### config.mk
export PLATFORM = sky130hd
export DESIGN_NAME = fetch_unit
export DESIGN_NICKNAME = d
export VERILOG_FILES = /design/src/rtl/fetch_unit.sv
export SDC_FILE = /design/constraint.sdc
export NUM_CORES = 1
export LEC_CHECK = 0
export ABC_AREA = 1
export CAP_MARGIN = 40
export CELL_PAD_IN_SITES_DETAIL_PLACEMENT = 1
export CELL_PAD_IN_SITES_GLOBAL_PLACEMENT = 1
export CORE_MARGIN = 2
export CORE_UTILIZATION = 27
export CTS_CLUSTER_SIZE = 25
export DETAILED_ROUTE_END_ITERATION = 8
export MAX_ROUTING_LAYER = met4
export PLACE_DENSITY_LB_ADDON = 0.1
export SKIP_LAST_GASP = 1
export SYNTH_ARGS = -nofsm -noshare
export SYNTH_HDL_FRONTEND = slang
export SYNTH_SLANG_ARGS = --single-unit
### constraint.sdc
create_clock -name clk -period 1.4 [get_ports clk]
set_input_delay 0.28 -clock clk [delete_from_list [all_inputs] [get_ports clk]]
set_output_delay 0.28 -clock clk [all_outputs]
set_load 0.005 [all_outputs]
### src/rtl/fetch_unit.sv
// RV32I instruction fetch stage. Owns the PC, issues one word request at a
// time to instruction memory, and holds each returned instruction until
// decode takes it. A redirect flushes whatever is in flight and restarts
// fetch at the new PC.
//
// state | meaning
// ------+-------------------------------------------------------------
// REQ   | request for pc presented to memory, waiting for acceptance
// WAIT  | request accepted, waiting for its response
// HOLD  | instruction captured, presented to decode until consumed
// DROP  | a redirect made the outstanding response stale; discard it
module fetch_unit #(
  parameter logic [31:0] RESET_PC = 32'h0000_0000
) (
  input  logic        clk,
  input  logic        rst,
  output logic        imem_req_valid,
  input  logic        imem_req_ready,
  output logic [31:0] imem_req_addr,
  input  logic        imem_resp_valid,
  input  logic [31:0] imem_resp_data,
  input  logic        redirect_valid,
  input  logic [31:0] redirect_pc,
  output logic        instr_valid,
  input  logic        instr_ready,
  output logic [31:0] instr,
  output logic [31:0] instr_pc,
  output logic [6:0]  opcode
);

  typedef enum logic [1:0] {
    S_REQ  = 2'd0,
    S_WAIT = 2'd1,
    S_HOLD = 2'd2,
    S_DROP = 2'd3
  } state_t;

  state_t      state;
  logic [31:0] pc;
  logic [31:0] instr_q;
  logic [31:0] instr_pc_q;

  // Outputs come straight from registered state; reset gates the valids so
  // nothing is offered while rst is held.
  assign imem_req_valid = (state == S_REQ) && !rst;
  assign imem_req_addr  = pc;
  assign instr_valid    = (state == S_HOLD) && !rst;
  assign instr          = instr_q;
  assign instr_pc       = instr_pc_q;
  assign opcode         = instr_q[6:0];

  // Fetch sequencer: redirect overrides the normal request/response flow in
  // every state, and a response owed to a flushed request is absorbed in DROP.
  always_ff @(posedge clk) begin
    if (rst) begin
      pc         <= RESET_PC & ~32'h3;
      state      <= S_REQ;
      instr_q    <= 32'h0;
      instr_pc_q <= 32'h0;
    end else if (redirect_valid) begin
      pc <= redirect_pc & ~32'h3;
      case (state)
        S_REQ:   if (imem_req_ready) state <= S_DROP;
        S_WAIT:  state <= imem_resp_valid ? S_REQ : S_DROP;
        S_HOLD:  state <= S_REQ;
        S_DROP:  if (imem_resp_valid) state <= S_REQ;
        default: state <= S_REQ;
      endcase
    end else begin
      case (state)
        S_REQ: begin
          if (imem_req_ready) begin
            instr_pc_q <= pc;
            pc         <= pc + 32'd4;
            state      <= S_WAIT;
          end
        end
        S_WAIT: begin
          if (imem_resp_valid) begin
            instr_q <= imem_resp_data;
            state   <= S_HOLD;
          end
        end
        S_HOLD: begin
          if (instr_ready) state <= S_REQ;
        end
        S_DROP: begin
          if (imem_resp_valid) state <= S_REQ;
        end
        default: state <= S_REQ;
      endcase
    end
  end

endmodule

==> results of run 1 <==
through the flow:
stage	hold WS, ns	total power [mW]
final	0.4814	9.133
after global placement	0.4798	5.966
after detailed placement	0.4877	6.086
after floorplan	0.3585	4.322
after CTS	0.4953	8.514
after global routing	0.5065	9.619
registers in the layout, indices dropped and copies added (netlist names):
register       cells
instr             32
instr_pc          30
imem_req_addr     30
state              2
cells in the mapped netlist:
cell and instances:
buf_4 12, o21a_1 1, nand4_1 3, xor2_1 3
nor2_4 3, o21bai_1 1, dfxtp_1 94, o21ai_0 62
nor2_2 8, buf_2 6, a211oi_1 6, o221ai_1 1
conb_1 1, buf_1 2, inv_1 45, nor3b_4 1
nand3b_1 2, inv_2 7, a21oi_1 34, nand3_4 1
and2_1 1, nand2_2 2, nand2_1 114, buf_6 1
o21ai_1 11, o22ai_1 1, o211ai_1 4, clkbuf_1 20
nor3_2 1, a22oi_1 2, nor3_1 10, ha_1 1
a31oi_1 7, nand3_1 32, nor2_1 137
kinds of logic (layout without fill, tap and decap cells):
| logic type | after synthesis | after routing |
|---|---|---|
| adder cells (fa/ha/maj) | 1 | 1 |
| other | 1 | 4 |
| AND/OR/NAND/NOR | 315 | 315 |
| XOR/XNOR | 3 | 3 |
| flip-flops | 94 | 94 |
| buffers and inverters | 93 | 376 |
| AO/OA/AOI/OAI | 130 | 130 |
worst max-delay path: stages (launching register included):
cell      delay, ns
dfxtp_4        0.37
ha_4           0.14
nand2_4        0.05
nor2_4         0.11
buf_4          0.13
buf_6          0.08
buf_6          0.09
inv_1          0.03
o21bai_1       0.13
nand3_1        0.14
a31oi_1        0.22
metal layers:
layer  routed length [um]  track usage [%]  vias to the layer above
met3                  805            4.398                       33
li1                     -                -                     2609
met1                 8353            25.03                     2643
met2                10470            37.87                      147
met4                  416            7.609                        0
met5                    0                -                        -
power by group through the flow:
stage	registers, mW	logic (mW)	clock network, mW
after floorplan	3.35	0.972	0
after global placement	3.31	2.65	0
after detailed placement	3.33	2.76	0
after CTS	3.28	2.64	2.60
after global routing	3.38	3.53	2.71
final	3.33	3.26	2.55
worst max path at each step:
stage | from | end | slack [ns] | depth (start not counted)
CTS | imem_req_addr[2] | imem_req_addr[12] | -0.09 | 9
floorplan | imem_req_addr[2] | imem_req_addr[12] | 0.006 | 9
global route | imem_req_addr[7] | imem_req_addr[12] | -0.26 | 9
detailed placement | redirect_valid | instr[24] | -0.55 | 8
global placement | rst | instr_valid | -0.43 | 3
finish | imem_req_addr[2] | imem_req_addr[8] | -0.18 | 10
final cells by class:
| cell class | count | area (sq um) |
|---|---|---|
| Fill cell | 1908 | 7542 |
| Inverter | 52 | 210.2 |
| Timing Repair Buffer | 308 | 2913 |
| Clock buffer | 9 | 225.2 |
| Clock inverter | 7 | 71.32 |
| Sequential cell | 94 | 1966 |
| Multi-Input combinational cell | 453 | 2630 |
| Tap cell | 216 | 270.3 |
repair_timing:
| action | 4_1_cts | 5_1_grt |
|---|---|---|
| resized for setup | 202 | 164 |
| endpoints found under the setup margin | 157 | 83 |
| buffers inserted | 17 | 24 |
| hold endpoints to repair | 0 | 0 |
| pin swaps | 23 | 71 |
| gates cloned | 0 | 9 |
==> metrics.yaml, run 1 <==
route:
  vias_per_cell: 4.769
  wl_per_cell_um: 17.60
  route.detailed.drc: 0
  wirelength_um: 20050
  first_pass_iters: 4
  ant_nets: 0
  drtIter0Drc: 208
  vias: 5432
global_route:
  grt_pass1_vias: 5737
  grt_max_degree: 33
  grt_pass1_wl_um: 29460
  grt_usage_pct: 21.79
  grt_antenna_before_repair: 0
  grt_remaining_overflow: 0
pwr:
  p_leak_nw: 3.865
  switching_power_mw: 3.005
  p_per_area_nw_per_um2: 1102
  ir_worst_vdd_mv: 0.5259
  power_frac_seq_pct: 36.5
  power_frac_clock_pct: 27.9
  intPower_mw: 6.128
  combPwrFrac_pct: 35.7
  p_sw_share_pct: 32.90
finish:
  stdcell_count: 1139
  layout_commonest_cell: "buf_4"
  stdcell_area_sq_um: 8285
  finalNetCount: 989
  antenna_cells: 0
  final_layout_size_suffix_gt1_share_pct: 35.97
  syn_to_final_growth_pct: 89.69
  finalCoreUtilization_pct: 52.35
  mostFrequentLayoutCells: "buf_4 (103), dlygate4sd2_1 (94), nand2_1 (91)"
placement:
  io_buffers: 168
  pre_cts_slack_ns: -0.5479
  dp_hpwl_um: 13480
  place.gp.congestion: 0.8827
  placed_cell_area_sq_um: 6903
  place_inst: 1077
hold_path:
  hold_start: "imem_req_ready"
  holdPathStages: 3
  hold_end: "state[1]"
  hp-class: "in -> reg"
cts:
  clock_path_buffers: 2
  clock_latency_ns: 0.35
  cts_htree_levels: 3
  hold_buffers: 0
  cts_root_buffer: "clkbuf_16"
  tritoncts: "done"
  clock_sinks: 94
  clk_pin_slew_ns: 0.07
  numCtsBuffers: 9
synthesis:
  synth-adder-area-share_pct: 0.2865
  synth_top_area_share_pct: 43.08
  yosysSeqAreaShare_pct: 43.08
  synthSimpleGateAreaFrac_pct: 30.56
  synth_cells: 637
  synth_top_cell_by_area: "dfxtp_1"
  synth_compound_area_share_pct: 16.01
  syn_area_sq_um: 4368
  synth-xor-area-share_pct: 0.6015
  ys_seq_elements: 94
  synth_top_family_by_area: "simple AND/OR/NAND/NOR gates"
  synth.mux.area_fraction_pct: 0
  synth_cell_types: 35
  synthTopCellsByArea: "dfxtp_1 (43%), nor2_1 (12%), nand2_1 (9.8%)"
  syn_area_per_cell_sq_um: 6.857
  yosysWarnings: 0
worst_setup_path:
  critPathRequiredTime_ns: 1.66
  r2r_end: "imem_req_addr[8]"
  crit_path_max_fanout: 3
  reg2regPathDepth: 10
  critPathCaptureType: "flop"
  startpoint_type: "flop"
  arrival_ns: 1.85
  criticalPathCategory: "reg -> reg"
  r2r_slack_ns: -0.18
  r2r_start: "imem_req_addr[2]"
sta:
  slew_violations: 0
  skew_ns: 0.007750
  finalCritPeriodShare_pct: 113.0
  setup_tns_ns: -1.572
  period_minus_slack_ns: 1.583
  max_freq_mhz: 631.9
  rsz0062_at_grt: "true"
  hold_viol: 0
  fin_ws_ns: -0.1825
  setup_violations: 25
run_status:
  outcome: "finished with violations"
  violations: "negative setup slack"
floorplan:
  fp.dieH_um: 131.2
  core-area_sq_um: 15830
  rows: 46
  pin_count: 175
  die-area_sq_um: 17210
  start_util_pct: 27.60
  die_w_um: 131.2
job:
  maxCapViolCount: 0
Power figures use the tool's default switching activity.
==> run 2, diff against run 1 <==
- CTS_CLUSTER_DIAMETER: default -> 60
==> results of run 2 <==
No change in the layout: final DEF, timing and power equal those of run 1.
